`src/rtl/midi_pkg.sv`:
```
// Shared definitions for the MIDI port: 8N1 frame constants and the TX/RX FSM state types.
// No ports; imported by midi_uart_rx and midi_port.
package midi_pkg;

  localparam int unsigned DATA_BITS  = 8;
  localparam logic        STOP_LEVEL = 1'b1;

  typedef enum logic [1:0] {
    TxIdle,
    TxStart,
    TxData,
    TxStop
  } tx_state_e;

  typedef enum logic [2:0] {
    RxIdle,
    RxStart,
    RxData,
    RxStop,
    RxWaitIdle
  } rx_state_e;

endpackage

```
`src/rtl/midi_uart_rx.sv`:
```
// 8N1 UART receiver for one MIDI input line.
// Ports:
//   clk_i     system clock
//   rst_ni    synchronous active-low reset
//   rx_i      asynchronous serial input, idle high
//   rxdv_o    one-cycle strobe, rxdata_o holds a freshly received byte
//   rxdata_o  last correctly framed byte
module midi_uart_rx
  import midi_pkg::*;
#(
  parameter int unsigned CLKS_PER_BIT = 384
) (
  input  logic                 clk_i,
  input  logic                 rst_ni,
  input  logic                 rx_i,
  output logic                 rxdv_o,
  output logic [DATA_BITS-1:0] rxdata_o
);

  localparam int unsigned CntW = $clog2(CLKS_PER_BIT);
  localparam int unsigned IdxW = $clog2(DATA_BITS);
  localparam logic [CntW-1:0] BitEnd  = CntW'(CLKS_PER_BIT - 1);
  localparam logic [CntW-1:0] HalfEnd = CntW'(CLKS_PER_BIT / 2 - 1);
  localparam logic [IdxW-1:0] LastBit = IdxW'(DATA_BITS - 1);

  logic                 sync1_q, sync2_q, prev_q;
  rx_state_e            state_q, state_d;
  logic [CntW-1:0]      cnt_q, cnt_d;
  logic [IdxW-1:0]      idx_q, idx_d;
  logic [DATA_BITS-1:0] shift_q, shift_d;
  logic [DATA_BITS-1:0] data_q, data_d;
  logic                 dv_q, dv_d;

  always_ff @(posedge clk_i) begin
    if (!rst_ni) begin
      // Synchroniser resets to the idle level so reset release is not seen as a start edge.
      sync1_q <= 1'b1;
      sync2_q <= 1'b1;
      prev_q  <= 1'b1;
      state_q <= RxIdle;
      cnt_q   <= '0;
      idx_q   <= '0;
      shift_q <= '0;
      data_q  <= '0;
      dv_q    <= 1'b0;
    end else begin
      sync1_q <= rx_i;
      sync2_q <= sync1_q;
      prev_q  <= sync2_q;
      state_q <= state_d;
      cnt_q   <= cnt_d;
      idx_q   <= idx_d;
      shift_q <= shift_d;
      data_q  <= data_d;
      dv_q    <= dv_d;
    end
  end

  always_comb begin
    state_d = state_q;
    cnt_d   = cnt_q;
    idx_d   = idx_q;
    shift_d = shift_q;
    data_d  = data_q;
    dv_d    = 1'b0;
    unique case (state_q)
      RxIdle: begin
        if (prev_q && !sync2_q) begin
          state_d = RxStart;
          cnt_d   = '0;
        end
      end
      RxStart: begin
        // Re-check at mid start bit; a high line here means the edge was a glitch.
        if (cnt_q == HalfEnd) begin
          cnt_d   = '0;
          idx_d   = '0;
          state_d = sync2_q ? RxIdle : RxData;
        end else begin
          cnt_d = cnt_q + 1'b1;
        end
      end
      RxData: begin
        if (cnt_q == BitEnd) begin
          cnt_d   = '0;
          shift_d = {sync2_q, shift_q[DATA_BITS-1:1]};
          if (idx_q == LastBit) begin
            state_d = RxStop;
          end else begin
            idx_d = idx_q + 1'b1;
          end
        end else begin
          cnt_d = cnt_q + 1'b1;
        end
      end
      RxStop: begin
        if (cnt_q == BitEnd) begin
          cnt_d = '0;
          if (sync2_q == STOP_LEVEL) begin
            data_d  = shift_q;
            dv_d    = 1'b1;
            state_d = RxIdle;
          end else begin
            // Framing error: drop the byte and wait for the line to recover.
            state_d = RxWaitIdle;
          end
        end else begin
          cnt_d = cnt_q + 1'b1;
        end
      end
      RxWaitIdle: begin
        if (sync2_q) begin
          state_d = RxIdle;
        end
      end
      default: state_d = RxIdle;
    endcase
  end

  assign rxdv_o   = dv_q;
  assign rxdata_o = data_q;

endmodule

```
`src/rtl/midi_port.sv`:
```
// One full-duplex MIDI port: 8N1 transmitter, receiver and stretched activity indicators.
// Ports:
//   clk          system clock
//   rst          synchronous active-low reset
//   txdv         transmit request level; a rising edge while idle starts a frame
//   outport      serial MIDI out, idle high
//   txdata       byte to send, latched on an accepted txdv edge
//   rxdv         one-cycle strobe for a new received byte
//   inport       asynchronous serial MIDI in, idle high
//   rxdata       last correctly framed received byte
//   activity_in  high while receive activity is stretched
//   activity_out high while transmit activity is stretched
//   txcurport    port tag latched with each accepted byte (not sent on the line)
module midi_port
  import midi_pkg::*;
#(
  parameter int unsigned CLKS_PER_BIT = 384,
  parameter int unsigned ACT_CYCLES   = 600000
) (
  input  logic       clk,
  input  logic       rst,
  input  logic       txdv,
  output logic       outport,
  input  logic [7:0] txdata,
  output logic       rxdv,
  input  logic       inport,
  output logic [7:0] rxdata,
  output logic       activity_in,
  output logic       activity_out,
  input  logic [3:0] txcurport
);

  localparam int unsigned CntW = $clog2(CLKS_PER_BIT);
  localparam int unsigned IdxW = $clog2(DATA_BITS);
  localparam int unsigned ActW = $clog2(ACT_CYCLES + 1);
  localparam logic [CntW-1:0] BitEnd  = CntW'(CLKS_PER_BIT - 1);
  localparam logic [IdxW-1:0] LastBit = IdxW'(DATA_BITS - 1);
  localparam logic [ActW-1:0] ActLoad = ActW'(ACT_CYCLES);

  logic                 txdv_q;
  tx_state_e            tx_state_q, tx_state_d;
  logic [CntW-1:0]      tx_cnt_q, tx_cnt_d;
  logic [IdxW-1:0]      tx_idx_q, tx_idx_d;
  logic [DATA_BITS-1:0] tx_data_q, tx_data_d;
  logic                 out_q, out_d;
  // Routing/debug tag; nothing in this block consumes it.
  logic [3:0]           txcurport_unused_q, txcurport_unused_d;
  logic [ActW-1:0]      act_in_q, act_in_d;
  logic [ActW-1:0]      act_out_q, act_out_d;
  logic                 tx_start;

  midi_uart_rx #(
    .CLKS_PER_BIT (CLKS_PER_BIT)
  ) u_rx (
    .clk_i    (clk),
    .rst_ni   (rst),
    .rx_i     (inport),
    .rxdv_o   (rxdv),
    .rxdata_o (rxdata)
  );

  // Edges arriving while a frame is in flight are dropped, not queued.
  assign tx_start = (tx_state_q == TxIdle) && txdv && !txdv_q;

  always_ff @(posedge clk) begin
    if (!rst) begin
      txdv_q             <= 1'b0;
      tx_state_q         <= TxIdle;
      tx_cnt_q           <= '0;
      tx_idx_q           <= '0;
      tx_data_q          <= '0;
      out_q              <= 1'b1;
      txcurport_unused_q <= '0;
      act_in_q           <= '0;
      act_out_q          <= '0;
    end else begin
      txdv_q             <= txdv;
      tx_state_q         <= tx_state_d;
      tx_cnt_q           <= tx_cnt_d;
      tx_idx_q           <= tx_idx_d;
      tx_data_q          <= tx_data_d;
      out_q              <= out_d;
      txcurport_unused_q <= txcurport_unused_d;
      act_in_q           <= act_in_d;
      act_out_q          <= act_out_d;
    end
  end

  // out_q is registered, so each bit level is set on the last cycle of the previous bit.
  always_comb begin
    tx_state_d         = tx_state_q;
    tx_cnt_d           = tx_cnt_q;
    tx_idx_d           = tx_idx_q;
    tx_data_d          = tx_data_q;
    out_d              = out_q;
    txcurport_unused_d = txcurport_unused_q;
    unique case (tx_state_q)
      TxIdle: begin
        if (tx_start) begin
          tx_state_d         = TxStart;
          tx_cnt_d           = '0;
          tx_data_d          = txdata;
          txcurport_unused_d = txcurport;
          out_d              = 1'b0;
        end
      end
      TxStart: begin
        if (tx_cnt_q == BitEnd) begin
          tx_cnt_d   = '0;
          tx_idx_d   = '0;
          out_d      = tx_data_q[0];
          tx_state_d = TxData;
        end else begin
          tx_cnt_d = tx_cnt_q + 1'b1;
        end
      end
      TxData: begin
        if (tx_cnt_q == BitEnd) begin
          tx_cnt_d = '0;
          if (tx_idx_q == LastBit) begin
            out_d      = STOP_LEVEL;
            tx_state_d = TxStop;
          end else begin
            tx_idx_d  = tx_idx_q + 1'b1;
            out_d     = tx_data_q[1];
            tx_data_d = tx_data_q >> 1;
          end
        end else begin
          tx_cnt_d = tx_cnt_q + 1'b1;
        end
      end
      TxStop: begin
        if (tx_cnt_q == BitEnd) begin
          tx_cnt_d   = '0;
          tx_state_d = TxIdle;
        end else begin
          tx_cnt_d = tx_cnt_q + 1'b1;
        end
      end
      default: begin
        tx_state_d = TxIdle;
        out_d      = 1'b1;
      end
    endcase
  end

  // Retrigger reloads the full count, so back-to-back traffic keeps the LED solid.
  always_comb begin
    act_in_d  = act_in_q;
    act_out_d = act_out_q;
    if (rxdv) begin
      act_in_d = ActLoad;
    end else if (act_in_q != '0) begin
      act_in_d = act_in_q - 1'b1;
    end
    if (tx_start) begin
      act_out_d = ActLoad;
    end else if (act_out_q != '0) begin
      act_out_d = act_out_q - 1'b1;
    end
  end

  assign outport      = out_q;
  assign activity_in  = (act_in_q != '0);
  assign activity_out = (act_out_q != '0);

endmodule

```
`config.mk`:
```
export PLATFORM = sky130hd
export DESIGN_NAME = midi_port
export DESIGN_NICKNAME = d
export VERILOG_FILES = /design/src/rtl/midi_pkg.sv /design/src/rtl/midi_uart_rx.sv /design/src/rtl/midi_port.sv
export SDC_FILE = /design/constraint.sdc
export NUM_CORES = 1
export LEC_CHECK = 0
export ABC_CLOCK_PERIOD_IN_PS = 2700
export CAP_MARGIN = 40
export CORE_MARGIN = 4
export CORE_UTILIZATION = 31
export DETAILED_ROUTE_END_ITERATION = 16
export DONT_BUFFER_PORTS = 1
export PLACE_DENSITY = 0.53
export SKIP_LAST_GASP = 1
export SLEW_MARGIN = 20
export SYNTH_ARGS = -nofsm -noshare
export SYNTH_HDL_FRONTEND = slang
export SYNTH_SLANG_ARGS = --single-unit
```
`constraint.sdc`:
```
create_clock -name clk -period 2.7 [get_ports clk]
set_input_delay 0.54 -clock clk [delete_from_list [all_inputs] [get_ports clk]]
set_output_delay 0.54 -clock clk [all_outputs]
set_load 0.005 [all_outputs]
```
==> flow_metrics.tcl, run 1 <==
set metrics [dict create \
    hp-class "in -> reg" \
    fin_nets 614 \
    cts_max_path_buffers 2 \
    critPathMaxStageDelay_ps 570 \
    syn_avg_cell_area_sq_um 8.72 \
    dr.pass1.iters 4 \
    max_slew_margin_pct 53.1 \
    slowest_stage "or4_4" \
    synth_common_cells "99 x dfxtp_1, 45 x nand2_1, 45 x nor2_1, 40 x a21oi_1, 33 x mux2i_1" \
    die_y_microns 136 \
    synth_seq_cells 99 \
    pin_count 28 \
    hold_violations 0 \
    cts_setup_buffers 0 \
    wire_per_inst_microns 14.3 \
    synth_top_area_share_pct 38.9 \
    clkSinkCount 99 \
    cts_buffers 9 \
    fp.coreArea_sq_mm 0.0160 \
    use_met3_pct 4.11 \
    synth-edff-count 0 \
    gr-total-overflow 0 \
    post_dp_cell_area_sq_mm 0.00539 \
    async_flop_share_pct 0 \
    netlist_area_sq_mm 0.00510 \
    routed_wl_microns 11500 \
    synthFlopType "dfxtp_1" \
    gr-max-usage-layer "met2" \
    drv_slew 0 \
    initial_core_util_pct 31.9 \
    design_area_sq_mm 0.00570 \
    crit_chain "or4_4, or4_4, or3_4" \
    fin_setup_tns_ps 0 \
    drive_gt1_share_pct 11.0 \
    io_buffers 0 \
    row_count 46 \
    yosysSeqAreaShare_pct 38.9 \
    syn_nets 615 \
    instances_no_fill 805 \
    clkSlewWorstSetupHoldPaths_ps 70 \
    chipWidth_microns 136 \
    crit_required_ps 2160 \
    grt_pass1_wl_microns 19900 \
    p_per_area_mw_per_mm2 1130 \
    synth.distinct_cells 61 \
    antenna_cells 0 \
    grt_pass1_vias 4276 \
    power_mw 6.45 \
    p_leak_nw 1.95 \
    cp_max_fo 6 \
    status "complete, no violations" \
    die_area_sq_mm 0.0186 \
    dr.first_iter.drc_count 219 \
    crit_top_cell "or4_4" \
    met2_usage_pct 21.5 \
    cts_tree "yes" \
    route.detailed.drc 0 \
    dp_slack_ps 245 \
    yosys_warnings 0 \
    max-cap-violations 0 \
    use_met1_pct 15.8 \
    syn2layout_area_growth_pct 11.8 \
    dp_cells 789 \
    arrival_ps 2090 \
    synth_area_leaders "dfxtp_1 39%, mux2i_1 6.5%, or4_1 4.0%" \
    ant_nets 0 \
    max_freq_mhz 380 \
    start_kind "register" \
    dp_hpwl_microns 8050 \
    setup_ws_ps 69.8 \
    grt_usage_pct 13.0 \
    post-synth-top-area-cell "dfxtp_1" \
    endpoint_kind "output port" \
    fin_crit_ps 2630 \
    path_class "reg -> out" \
    hold_buffers 0 \
    tightest_slew_ps 699 \
    fin_crit_sh_pct 97.4 \
    place.gp.congestion 0.802 \
    setup_viol 0 \
    via_per_inst 5.46 \
    num_vias 4398 \
    rsz0062_at_grt "false" \
    clock_skew_ps 6.33 \
    irDropWorstVdd_uv 503 \
    synth.most_common_cell "dfxtp_1" \
    clk_latency_ps 350 \
    htreeDepth 3 \
    antenna_found_initial 0 \
    postSynthCellCount 585 \
    cts-root-buf "clkbuf_16" \
    grt_max_degree 42 \
]
-- metrics by stage --
stage          util [%]  hold slack [ps]
2_1_floorplan         -              386
3_3_place_gp       33.6              392
3_5_place_dp       33.7              392
4_1_cts            35.6              256
5_1_grt            35.6              259
6_report           35.6              278
-- worst paths after layout --
check	endpoint	slack, ps	startpoint	cells past startpoint
min	u_rx.prev_q	280	rst	1
max reg2reg	act_in_q[12]	220	act_in_q[2]	4
max	activity_in	70	act_in_q[8]	3
min reg2reg	u_rx.sync2_q	410	u_rx.sync1_q	1
-- layer usage --
metal,up-vias,part of all wire (%)
met5,-,0
met4,0,1.7
met3,13,5.0
met2,72,46
met1,2094,47
li1,2219,-
-- layout by cell type, fill, tap and decap left out, drive strengths merged, types with 4 or more instances in the layout --
cell     synthesis  routed
dfxtp           99      99
nor2            45      45
nand2           45      45
a21oi           40      40
mux2i           33      33
or4             27      27
inv             15      19
buf              4      17
o21ai           17      17
nor4            17      17
nand2b          16      16
nor3            16      16
o31ai           15      15
nand3           15      15
ha              14      14
or3             14      14
a211oi          13      13
clkbuf          25       9
or2              8       8
xnor2            8       8
mux2             7       7
or4b             7       7
a31oi            6       6
o311ai           6       6
o211ai           6       6
o41ai            6       6
nand4            5       5
nand3b           5       5
a2111oi          4       4
nor2b            4       4
-- repair_timing --
item / in CTS / in global routing
cloned: 0 / 0
endpoints found under the setup margin: 1 / 1
pin swaps: 0 / 1
resized for setup: 4 / 2
-- sequential cells by signal (all words and copies together) (netlist names) --
register / count
tx_idx_q: 3
txdv_q: 1
act_out_q: 20
tx_data_q: 8
outport: 1
u_rx.rxdv_o: 1
u_rx.cnt_q: 9
u_rx.sync2_q: 1
u_rx.rxdata_o: 8
tx_cnt_q: 9
u_rx.state_q: 3
u_rx.idx_q: 3
u_rx.prev_q: 1
tx_state_q: 2
u_rx.sync1_q: 1
u_rx.shift_q: 8
act_in_q: 20
-- area by class of cell --
cell class	count	area, sq um
Clock inverter	7	67.6
Fill cell	1713	10300
Inverter	15	56.3
Tap cell	216	270
Timing Repair Buffer	17	128
Clock buffer	9	225
Sequential cell	99	1980
Multi-Input combinational cell	442	2970
-- report_power, final --
group	internal, mW	switching [mW]	leakage [nW]	total, mW
Combinational	1.27	1.75	1.00	3.03
Clock	0.652	0.626	0.142	1.28
Sequential	1.79	0.351	0.808	2.14
-- kinds of logic after synthesis --
group | count (synthesis) | synth area share, %
simple gates | 243 | 26.8
flops | 99 | 38.9
buf+inv | 44 | 3.31
xor+xnor | 9 | 1.55
mux | 40 | 8.02
compound gates | 136 | 18.0
fa+ha+maj | 14 | 3.43
-- critical path, delay by kind of cell (launching register included) --
kind          cells  cell delay [ps]
simple gates      3             1420
flops             1              330
Power figures use the tool's default switching activity.
==> run 2: changes to the inputs <==
Settings changed: CORE_ASPECT_RATIO from default to 0.5.
==> run 2 against run 1 <==
  * Routed wire length increased by 0.54%
  * Cell area is 0.53% higher
  * Final cell count up 0.99%
  * Fmax is 0.46% lower
  * Critical path depth unchanged
  * Worst setup slack worse by 12 ps
  * Core utilization grew 0.70 points
  * Global-route usage is 0.27 points lower
  * Die area grew 0.67%
  * Combinational power grew 2%
  * Clock skew grew 2.3 ps
  * Worst hold slack improved by 14 ps
  * Critical endpoint unchanged
==> flow_metrics.tcl, run 2 (synthesis results as in run 1) <==
set metrics [dict create \
    setup_ws_ps 57.7 \
    clkSlewWorstSetupHoldPaths_ps 70 \
    reg2reg_from "act_in_q[2]" \
    fin_crit_sh_pct 97.9 \
    initial_core_util_pct 32.3 \
    fin_nets 617 \
    start_kind "register" \
    cts_max_path_buffers 2 \
    antenna_found_initial 0 \
    cts_buffers 9 \
    clk_latency_ps 350 \
    intPower_mw 3.77 \
    chipWidth_microns 189 \
    p_sw_mw 2.74 \
    reg_top3 "act_in_q x20, act_out_q x20" \
    r2r_cells 4 \
    clkSinkCount 99 \
    final_common_cell "dfxtp_1" \
    fin_setup_tns_ps 0 \
    whs_path_depth 1 \
    post_dp_cell_area_sq_mm 0.00541 \
    critPathMaxStageDelay_ps 560 \
    ant_nets 0 \
    routed_wl_microns 11600 \
    max_freq_mhz 378 \
    p_leak_nw 1.96 \
    path_class "reg -> out" \
    crit_chain "or4_4, or4_4, or3_4" \
    dp_slack_ps 281 \
    hold_buffers 0 \
    route.detailed.drc 0 \
    drive_gt1_share_pct 11.3 \
    row_count 32 \
    design_area_sq_mm 0.00573 \
    irDropWorstVdd_uv 443 \
    status "complete, no violations" \
    io_buffers 0 \
    min_to "u_rx.sync1_q" \
    cts_tree "yes" \
    min_from "inport" \
    drv_slew 0 \
    clkPwrFrac_pct 19.7 \
    p_seq_share_pct 32.9 \
    crit_required_ps 2160 \
    via_per_inst 5.39 \
    htreeDepth 3 \
    clock_skew_ps 8.67 \
    max-cap-violations 0 \
    layout_common_cells "98 x dfxtp_1, 45 x nor2_1, 45 x nand2_1" \
    wire_per_inst_microns 14.3 \
    reg2reg_to "act_in_q[14]" \
    swShare_pct 42.2 \
    pin_count 28 \
    antenna_cells 0 \
    tightest_slew_ps 683 \
    p_per_area_mw_per_mm2 1140 \
    die_area_sq_mm 0.0187 \
    slowest_stage "or4_4" \
    grt_pass1_vias 4089 \
    hp-class "in -> reg" \
    pwr-share-comb_pct 47.4 \
    grt_usage_pct 12.7 \
    dp_hpwl_microns 7820 \
    num_vias 4383 \
    rsz0062_at_grt "false" \
    arrival_ps 2100 \
    cts-root-buf "clkbuf_16" \
    max_slew_margin_pct 54.2 \
    r2r_slack_ps 250 \
    hold_violations 0 \
    gr-total-overflow 0 \
    fin_crit_ps 2640 \
    final_util_pct 36.3 \
    die_y_microns 98.7 \
    cp_max_fo 6 \
    setup_viol 0 \
    grt_max_degree 42 \
    crit_top_cell "or4_4" \
    dr.pass1.iters 5 \
    grt_pass1_wl_microns 20200 \
    worst-path-buf-inv 0 \
    power_mw 6.51 \
    place.gp.congestion 0.815 \
    crit_family "simple AND/OR/NAND/NOR gates" \
    dr.first_iter.drc_count 270 \
    fp.coreArea_sq_mm 0.0158 \
    syn2layout_area_growth_pct 12.4 \
    endpoint_kind "output port" \
]
run 2: cell count changes in the layout (fill, tap and decap cells not counted), sizes merged:
cell,previous run,this run
buf,17,20
run 2: cell type report:
class | count | area [sq um]
clock inverters | 7 | 70.1
flip-flops and latches | 99 | 1980
inverters | 15 | 56.3
clock buffers | 9 | 225
multi-input cells | 442 | 2970
repair buffers | 20 | 150
well taps | 221 | 277
fillers | 1649 | 10000
run 2: worst max-delay path by stage:
| stage | start | end | slack (ps) | cells after the start |
|---|---|---|---|---|
| 2_1_floorplan | act_in_q[6] | activity_in | 290 | 4 |
| 3_3_place_gp | act_in_q[2] | act_in_q[12] | 290 | 4 |
| 3_5_place_dp | act_in_q[2] | act_in_q[12] | 280 | 4 |
| 4_1_cts | act_in_q[6] | activity_in | 2 | 3 |
| 5_1_grt | act_in_q[7] | activity_in | 9 | 3 |
| 6_report | act_in_q[7] | activity_in | 60 | 3 |
run 2: what timing repair did:
action | 4_1_cts | 5_1_grt
pin swaps | 0 | 1
cloned | 0 | 0
buffers inserted | 0 | 1
setup endpoints to repair | 1 | 1
gates resized for setup | 2 | 3
run 2: layer usage:
| metal | global-route usage [%] | wire, microns | vias to the layer above |
|---|---|---|---|
| li1 | - | - | 2215 |
| met1 | 17.4 | 5890 | 2077 |
| met2 | 20.3 | 5130 | 81 |
| met3 | 3.08 | 456 | 10 |
| met4 | 3.00 | 120 | 0 |
| met5 | 0 | 0 | - |
run 2: power groups by stage:
stage / registers (mW) / logic, mW / clock network, mW
after detailed placement: 2.16 / 2.96 / 0
after global placement: 2.15 / 2.95 / 0
after CTS: 2.13 / 2.99 / 1.33
after global routing: 2.20 / 3.45 / 1.39
final: 2.14 / 3.09 / 1.28
after floorplan: 2.06 / 2.23 / 0
run 2: per-stage QoR:
stage | cells | hold WS [ps]
after global placement | 795 | 390
after floorplan | 585 | 386
after global routing | 813 | 280
after detailed placement | 796 | 392
final | 813 | 291
after CTS | 812 | 269
